File: src/rtl/loader_pkg.sv
// Shared constants for the boot-time memory loader: command codes and FSM encoding.
// Latency: n/a (declarations only).
// Backpressure: n/a.
package loader_pkg;

  // Command bytes recognised at the start of each stream section
  localparam logic [7:0] CMD_INS = 8'h01;
  localparam logic [7:0] CMD_MEM = 8'h02;
  localparam logic [7:0] CMD_END = 8'h03;

  // Loader FSM state encoding
  typedef logic [2:0] state_t;
  localparam state_t ST_IDLE  = 3'd0;
  localparam state_t ST_COUNT = 3'd1;
  localparam state_t ST_DATA  = 3'd2;
  localparam state_t ST_WRITE = 3'd3;
  localparam state_t ST_DONE  = 3'd4;
  localparam state_t ST_ERROR = 3'd5;

endpackage

File: src/rtl/word_packer.sv
// Assembles a little-endian byte stream into WIDTH-bit words, one lane per accepted byte.
// Latency: word_o/last_o are combinational and already include the byte being offered.
// Backpressure: none of its own; the parent qualifies byte_vld_i with its accept condition.
module word_packer
  import loader_pkg::*;
#(
  parameter int WIDTH = 32
) (
  input  logic             clk,
  input  logic             rst,
  input  logic             byte_vld_i,
  input  logic [7:0]       byte_dat_i,
  output logic [WIDTH-1:0] word_o,
  output logic             last_o
);

  localparam int NB = WIDTH / 8;
  localparam int LW = (NB > 1) ? $clog2(NB) : 1;

  logic [LW-1:0]    lane_q, lane_d;
  logic [WIDTH-1:0] word_q, word_d;
  logic [WIDTH-1:0] word_nxt;

  assign last_o = (lane_q == LW'(NB - 1));
  assign word_o = word_nxt;

  // Merge the offered byte into its lane so the parent sees the finished word in the same cycle
  always_comb begin
    word_nxt = word_q;
    word_nxt[lane_q*8 +: 8] = byte_dat_i;
    word_d = word_q;
    lane_d = lane_q;
    if (byte_vld_i) begin
      word_d = word_nxt;
      lane_d = last_o ? '0 : lane_q + 1'b1;
    end
  end

  // Lane counter and partial word; reset drops any half-built word
  always_ff @(posedge clk) begin
    if (rst) begin
      lane_q <= '0;
      word_q <= '0;
    end else begin
      lane_q <= lane_d;
      word_q <= word_d;
    end
  end

endmodule

File: src/rtl/mem_loader.sv
// Parses a command/count/data byte stream and writes words into instruction or data memory.
// Latency: write strobe fires the cycle after the final byte of a word is accepted.
// Backpressure: rx_ready drops for the single WRITE cycle and permanently in DONE/ERROR.
module mem_loader
  import loader_pkg::*;
#(
  parameter int WIDTH  = 32,
  parameter int ADDR_W = 8
) (
  input  logic              clk,
  input  logic              rst,
  input  logic [7:0]        rx_data,
  input  logic              rx_valid,
  output logic              rx_ready,
  output logic              sel,
  output logic [WIDTH-1:0]  wr_data,
  output logic [ADDR_W-1:0] wr_addr,
  output logic              ins_we,
  output logic              mem_we,
  output logic              cpu_hold,
  output logic              load_done,
  output logic              load_err
);

  // One extra bit so a count byte of 0 can hold the full 2^ADDR_W word count
  localparam int RW = ADDR_W + 1;
  localparam logic [RW-1:0] FULL_CNT = {1'b1, {ADDR_W{1'b0}}};

  state_t            state_q, state_d;
  logic              sel_q, sel_d;
  logic [RW-1:0]     rem_q, rem_d;
  logic [ADDR_W-1:0] addr_q, addr_d;
  logic [ADDR_W-1:0] wr_addr_q, wr_addr_d;
  logic [WIDTH-1:0]  wr_data_q, wr_data_d;

  logic              accept;
  logic              pk_last;
  logic [WIDTH-1:0]  pk_word;

  assign rx_ready = ~rst & ((state_q == ST_IDLE) | (state_q == ST_COUNT) | (state_q == ST_DATA));
  assign accept   = rx_valid & rx_ready;

  word_packer #(.WIDTH(WIDTH)) u_packer (
    .clk        (clk),
    .rst        (rst),
    .byte_vld_i (accept & (state_q == ST_DATA)),
    .byte_dat_i (rx_data),
    .word_o     (pk_word),
    .last_o     (pk_last)
  );

  // Strobes and status decode straight from state; rst gates them so nothing leaks during reset
  assign sel       = sel_q;
  assign wr_data   = wr_data_q;
  assign wr_addr   = wr_addr_q;
  assign ins_we    = ~rst & (state_q == ST_WRITE) & ~sel_q;
  assign mem_we    = ~rst & (state_q == ST_WRITE) &  sel_q;
  assign cpu_hold  = rst | (state_q != ST_DONE);
  assign load_done = ~rst & (state_q == ST_DONE);
  assign load_err  = ~rst & (state_q == ST_ERROR);

  // Stream parser: command, count, data bytes, then a one-cycle write per word
  always_comb begin
    state_d   = state_q;
    sel_d     = sel_q;
    rem_d     = rem_q;
    addr_d    = addr_q;
    wr_addr_d = wr_addr_q;
    wr_data_d = wr_data_q;
    case (state_q)
      ST_IDLE: begin
        if (accept) begin
          if (rx_data == CMD_INS) begin
            sel_d   = 1'b0;
            state_d = ST_COUNT;
          end else if (rx_data == CMD_MEM) begin
            sel_d   = 1'b1;
            state_d = ST_COUNT;
          end else if (rx_data == CMD_END) begin
            state_d = ST_DONE;
          end else begin
            state_d = ST_ERROR;
          end
        end
      end
      ST_COUNT: begin
        if (accept) begin
          rem_d     = (rx_data == 8'd0) ? FULL_CNT : RW'(rx_data);
          addr_d    = '0;
          wr_addr_d = '0;
          state_d   = ST_DATA;
        end
      end
      ST_DATA: begin
        if (accept && pk_last) begin
          wr_data_d = pk_word;
          wr_addr_d = addr_q;
          state_d   = ST_WRITE;
        end
      end
      ST_WRITE: begin
        addr_d  = addr_q + 1'b1;
        rem_d   = rem_q - 1'b1;
        state_d = (rem_q == RW'(1)) ? ST_IDLE : ST_DATA;
      end
      ST_DONE:  state_d = ST_DONE;
      ST_ERROR: state_d = ST_ERROR;
      default:  state_d = ST_IDLE;
    endcase
  end

  // State and datapath registers
  always_ff @(posedge clk) begin
    if (rst) begin
      state_q   <= ST_IDLE;
      sel_q     <= 1'b0;
      rem_q     <= '0;
      addr_q    <= '0;
      wr_addr_q <= '0;
      wr_data_q <= '0;
    end else begin
      state_q   <= state_d;
      sel_q     <= sel_d;
      rem_q     <= rem_d;
      addr_q    <= addr_d;
      wr_addr_q <= wr_addr_d;
      wr_data_q <= wr_data_d;
    end
  end

endmodule

File: config.mk
export PLATFORM = sky130hd
export DESIGN_NAME = mem_loader
export DESIGN_NICKNAME = d
export VERILOG_FILES = /design/src/rtl/loader_pkg.sv /design/src/rtl/word_packer.sv /design/src/rtl/mem_loader.sv
export SDC_FILE = /design/constraint.sdc
export NUM_CORES = 1
export LEC_CHECK = 0
export ABC_AREA = 1
export CAP_MARGIN = 20
export CORE_ASPECT_RATIO = 0.7
export CORE_UTILIZATION = 31
export DETAILED_ROUTE_END_ITERATION = 12
export HOLD_SLACK_MARGIN = 0.12
export MAX_ROUTING_LAYER = met4
export SLEW_MARGIN = 20
export SYNTH_ARGS = -nofsm -noshare
export SYNTH_HDL_FRONTEND = slang
export SYNTH_SLANG_ARGS = --single-unit
File: constraint.sdc
create_clock -name clk -period 4.08 [get_ports clk]
set_input_delay 1.224 -clock clk [delete_from_list [all_inputs] [get_ports clk]]
set_output_delay 1.224 -clock clk [all_outputs]
set_load 0.01 [all_outputs]
==> flow_summary.toml, run 1 <==
[placed_design]
place_congestion = 0.905
dp_hpwl_mm = 8.14
dp_slack_ps = 501
portBuffers = 57
dp_cells = 882

[final_layout]
regArea_um2 = 1900
nets = 723
area_growth_pct = 21.2
layout-drive-gt1-share_pct = 4.25
fin_cells = 896
final_common_cell = "nand2_1"
fill_cells = 1483
final_cell_mix = "nand2_1, nor2_1, dfxtp_1, o21ai_0, inv_1"
insertedDiodeCount = 0
postLayoutCoreUtil_pct = 38.8
multi_input_comb_area_um2 = 2180

[outcome]
status = "completed"

[grt]
grt_max_degree = 42
grt_antenna_before_repair = 0
overflow = 0
grt_pass1_wl_mm = 19.2
track_usage_pct = 16.6
grt_pass1_vias = 3703

[setup_path]
cp-startpoint = "rst"
critPathTopFamily = "buffers and inverters"
reg2reg_from = "u_packer.lane_q[0]"
critPathCapture = "load_done"
r2r_slack_ps = 1690
crit_type = "input port to output port"
critPathRequiredTime_ps = 2860
crit_path_max_fanout = 4
path_cells = "buf_2 > clkinv_1 > nand3_1 > nor2_1 > clkdlybuf4s50_1"
endpoint_kind = "output port"
rr_endpoint = "wr_data[5]"
path_buf_inv = 3
worst-path-stages = 5
slowest_stage = "clkdlybuf4s50_1"
cpPeakStageDelay_ps = 560
cp.arrival_ps = 2350
critPathLaunchType = "input port"
ff2ff_path_depth = 7

[worst_hold_path]
hold_class = "register to register"
whs_path_depth = 2

[die]
die_area_um2 = 14900
dieWidth_um = 146
initial_utilization_pct = 32.0
pin_count = 58
die_height_um = 103
fp.coreArea_um2 = 14000
num_rows = 36

[detailed_routing]
vias_per_cell = 4.63
wirelength_mm = 11.5
dr.pass1.iters = 5
drtIter0Drc = 347
final_antenna_net_count = 0
drc_errors = 0
wl_per_cell_um = 12.8
vias = 4152

[synthesis]
ys_seq_elements = 95
synth_cells = 657
synth_fp_nets = 677
synth_cell_types = 27
ys_seq_area_share_pct = 42.5
ys_warn_count = 0
syn_area_per_cell_um2 = 6.82
synthesis.area_um2 = 4480

[clock_tree]
clock_latency_ps = 340
cts_num_sinks = 95
post_cts_buffers = 0
cts_buffers = 9
cts.clk_slew.worst_paths_ps = 60
cts_root_buffer = "clkbuf_16"
cts-hold-fix-buffers = 0
clockBufferDepth = 2
htreeDepth = 3
post_cts_resize_count = 0
cts_tree = "done"

[power]
power_density_nw_per_um2 = 403
leakage_nw = 2.06
vdd_ir_drop_max_mv = 0.185

[sta]
clock.fmax_mhz = 280
maxSlewHeadroom_pct = 46.8
rsz0062_at_grt = "no"
setup_viol = 0
period_needed_ps = 3580
skew_ps = 5.93
timing.final.crit_share_pct = 87.7
hold_viol_final = 0
setup_ws_ps = 504
worstMarginPinSlew_ps = 796
setup_tns_ps = 0
finalMaxSlewViolations = 0

[run]
timing.max_cap.violations = 0
==> cells in the mapped netlist <==
library cell	count	area [µm²]
buf_2	8	40.0
inv_1	58	218
clkinv_1	1	3.75
nand3_4	1	17.5
nand2_2	2	12.5
clkinv_2	1	5.00
nor2_1	122	458
xor2_1	1	8.76
nor3_1	1	5.00
clkbuf_1	15	56.3
nand2_4	1	11.3
o21ai_0	85	425
nand3_1	42	210
o211ai_1	1	7.51
nand2_1	138	518
dfxtp_1	95	1900
buf_6	3	33.8
a31oi_1	1	6.26
o31ai_1	5	37.5
buf_4	5	37.5
o22ai_1	6	37.5
nor2_2	2	12.5
ha_1	9	113
a21oi_1	43	215
a22oi_1	2	15.0
nand4_1	6	37.5
nor2_4	3	33.8
==> routing by layer <==
layer,wire length (µm),global-route usage (%)
met1,6330,23.4
met2,4400,23.4
met3,670,4.34
met4,106,4.29
met5,0,-
==> sequential cells by signal (all words and copies together), names as in the netlist <==
signal,cells
wr_addr,8
sel,1
u_packer.lane_q,2
u_packer.word_q,32
state_q,3
addr_q,8
wr_data,32
rem_q,9
==> final cells by class <==
class                   instances  share of cell area [%]
well taps                     190                    4.38
inverters                      60                    4.17
multi-input cells             471                    40.2
clock buffers                  13                    4.42
repair buffers                 66                    11.7
flip-flops and latches         95                    35.0
clock inverters                 1                   0.138
==> worst min-delay path by stage <==
stage / end / start / slack (ps)
after floorplan: u_packer.word_q[16] / u_packer.word_q[16] / 420
after detailed placement: u_packer.word_q[16] / u_packer.word_q[16] / 440
after CTS: u_packer.word_q[16] / u_packer.word_q[16] / 450
final: u_packer.word_q[16] / u_packer.word_q[16] / 450
after global placement: u_packer.word_q[17] / u_packer.word_q[17] / 440
after global routing: u_packer.word_q[23] / u_packer.word_q[23] / 470
==> tightest hold or removal path, delay by kind of cell, from the launching register on <==
kind                   cells  cell delay [ps]
AO/OA/AOI/OAI              1               50
flip-flops                 1              300
buffers and inverters      1               50
==> kinds of logic (layout without fill, tap and decap cells) <==
group,after synthesis,count (layout),share of synthesized area (%)
simple gates,318,318,29.4
compound gates,143,143,16.6
flops,95,95,42.5
buf+inv,91,140,8.80
fa+ha+maj,9,9,2.51
xor+xnor,1,1,0.196
==> power breakdown <==
group / switching, W / internal [W]
combinational: 0.000292 / 0.000143
clock: 0.000332 / 0.000407
sequential: 0.0000461 / 0.000969
==> per-stage QoR <==
step / hold slack (ps) / power [W] / cell area (µm²)
detailed placement: 441 / 0.00146 / 5180
CTS: 450 / 0.00220 / 5430
global route: 466 / 0.00231 / 5430
floorplan: 425 / 0.00134 / 4480
finish: 446 / 0.00219 / 5430
global placement: 440 / 0.00147 / 5180
Power figures use the tool's default switching activity.
==> run 2: changes to the inputs <==
--- a/config.mk
+++ b/config.mk
@@ -12,7 +12,6 @@
 export DETAILED_ROUTE_END_ITERATION = 12
 export HOLD_SLACK_MARGIN = 0.12
 export MAX_ROUTING_LAYER = met4
-export SLEW_MARGIN = 20
 export SYNTH_ARGS = -nofsm -noshare
 export SYNTH_HDL_FRONTEND = slang
 export SYNTH_SLANG_ARGS = --single-unit
==> results of run 2 <==
Final layout, timing and power as in run 1 (identical DEF).
==> run 3: changes to the inputs <==
--- a/config.mk
+++ b/config.mk
@@ -6,12 +6,13 @@
 export NUM_CORES = 1
 export LEC_CHECK = 0
 export ABC_AREA = 1
-export CAP_MARGIN = 20
+export CAP_MARGIN = 40
 export CORE_ASPECT_RATIO = 0.7
-export CORE_UTILIZATION = 31
+export CORE_UTILIZATION = 35
 export DETAILED_ROUTE_END_ITERATION = 12
 export HOLD_SLACK_MARGIN = 0.12
 export MAX_ROUTING_LAYER = met4
+export RECOVER_POWER = 100
 export SYNTH_ARGS = -nofsm -noshare
 export SYNTH_HDL_FRONTEND = slang
 export SYNTH_SLANG_ARGS = --single-unit
==> run 3 against run 2 <==
Flip-flop and latch count stayed put. Worst hold slack better by 2.9 ps. Wire length grew 2.1%. Worst setup slack lost 370 ps. Core utilization grew 4.6 points. Clock skew is essentially flat. Sequential power about the same. Via count is 4.7% higher. Cell count decreased by 3.0%. Critical path type unchanged. Highest routed layer unchanged.
==> flow_summary.toml, run 3 (synthesis results as in run 1) <==
[detailed_routing]
drtIter0Drc = 269
vias = 4346
wirelength_mm = 11.7
dr.pass1.iters = 5
wl_per_cell_um = 13.5
final_antenna_net_count = 0
drc_errors = 0
vias_per_cell = 5.00

[final_layout]
final_cell_mix = "nand2_1, nor2_1, dfxtp_1, o21ai_0, inv_1"
multi_input_comb_area_um2 = 2140
nets = 723
postLayoutCoreUtil_pct = 43.3
regArea_um2 = 1900
area_growth_pct = 20.6
design_area_um2 = 5400
layout-drive-gt1-share_pct = 3.82
insertedDiodeCount = 0
fill_cells = 1280
final_common_cell = "nand2_1"

[grt]
busiest_layer = "met1"
grt_antenna_before_repair = 0
use_met2_pct = 27.4
met1_usage_pct = 27.8
grt_pass1_wl_mm = 19.8
track_usage_pct = 19.5
grt_max_degree = 45
grt_pass1_vias = 4009
met3_usage_pct = 3.83
overflow = 0

[sta]
period_needed_ps = 3950
hold_viol_final = 0
setup_tns_ps = 0
clock.fmax_mhz = 253
worstMarginPinSlew_ps = 1240
maxSlewHeadroom_pct = 17.6
skew_ps = 6.43
finalMaxSlewViolations = 0
timing.final.crit_share_pct = 96.7
rsz0062_at_grt = "no"
setup_viol = 0

[die]
dieWidth_um = 137
num_rows = 34
die_area_um2 = 13300
initial_utilization_pct = 35.9
fp.coreArea_um2 = 12500
pin_count = 58
die_height_um = 96.6

[power]
internal_power_w = 0.00159
leakage_nw = 2.23
comb_power_share_pct = 18.5
swShare_pct = 29.9
vdd_ir_drop_max_mv = 0.216
power_frac_seq_pct = 44.5
switching_power_w = 0.000680
pwr-share-clk_pct = 37.0
power_density_nw_per_um2 = 421

[clock_tree]
clockBufferDepth = 2
cts_tree = "done"
htreeDepth = 3
post_cts_resize_count = 0
cts.clk_slew.worst_paths_ps = 60
cts_num_sinks = 95
cts-hold-fix-buffers = 0
clock_latency_ps = 340
post_cts_buffers = 0
cts_root_buffer = "clkbuf_16"
cts_buffers = 9

[setup_path]
path_cells = "clkdlybuf4s50_1 > clkinv_1 > nand3_1 > nor2_1 > dlygate4sd3_1"
slowest_stage = "dlygate4sd3_1"
crit_path_max_fanout = 4
crit_type = "input port to output port"
endpoint_kind = "output port"
path_buf_inv = 3
cpPeakStageDelay_ps = 610
critPathLaunchType = "input port"
critPathTopFamily = "buffers and inverters"
cp.arrival_ps = 2720
critPathRequiredTime_ps = 2860

[placed_design]
place_area_um2 = 5150
place_congestion = 0.841
dp_hpwl_mm = 8.40
portBuffers = 57

[outcome]
status = "completed"

[worst_hold_path]
hold_class = "register to register"

[run]
timing.max_cap.violations = 0
==> run 3: worst register-to-register path, delay by kind of cell (launching register included) <==
kind	cells	cell delay, ps
compound gates	1	230
buf+inv	1	940
simple gates	4	840
flops	1	390
==> run 3: power by group through the flow <==
| stage | registers [W] | clock network [W] | logic [W] |
|---|---|---|---|
| finish | 0.00101 | 0.000841 | 0.000421 |
| global route | 0.00102 | 0.000909 | 0.000481 |
| CTS | 0.00101 | 0.000863 | 0.000432 |
| detailed placement | 0.00103 | 0 | 0.000429 |
| global placement | 0.00103 | 0 | 0.000422 |
| floorplan | 0.00101 | 0 | 0.000331 |
==> run 3: cell type report <==
type                    instances  share of cell area (%)
inverters                      60                    4.19
repair buffers                 66                    11.6
multi-input cells             471                    39.7
flip-flops and latches         95                    35.2
clock inverters                 5                    1.09
clock buffers                  10                    4.42
well taps                     162                    3.75
==> run 3: final timing paths <==
check	from	end	slack, ps	cells after the start
worst min-delay path	u_packer.word_q[16]	u_packer.word_q[16]	450	2
worst max-delay path	rst	load_err	130	5
worst min register to register	u_packer.word_q[16]	u_packer.word_q[16]	450	2
worst max register to register	state_q[2]	u_packer.word_q[20]	1630	6
==> run 3: metal layers <==
layer	vias up	routed length (µm)
li1	2206	-
met1	1986	6080
met2	140	4860
met3	14	624
met4	0	183
met5	-	0
==> run 3: stage by stage <==
stage	total power (W)	instances	setup WS, ps	hold WS, ps
after floorplan	0.00134	657	842	425
after global placement	0.00145	854	179	434
after detailed placement	0.00146	854	163	436
after CTS	0.00231	869	156	446
after global routing	0.00241	869	35.4	473
final	0.00227	869	133	449
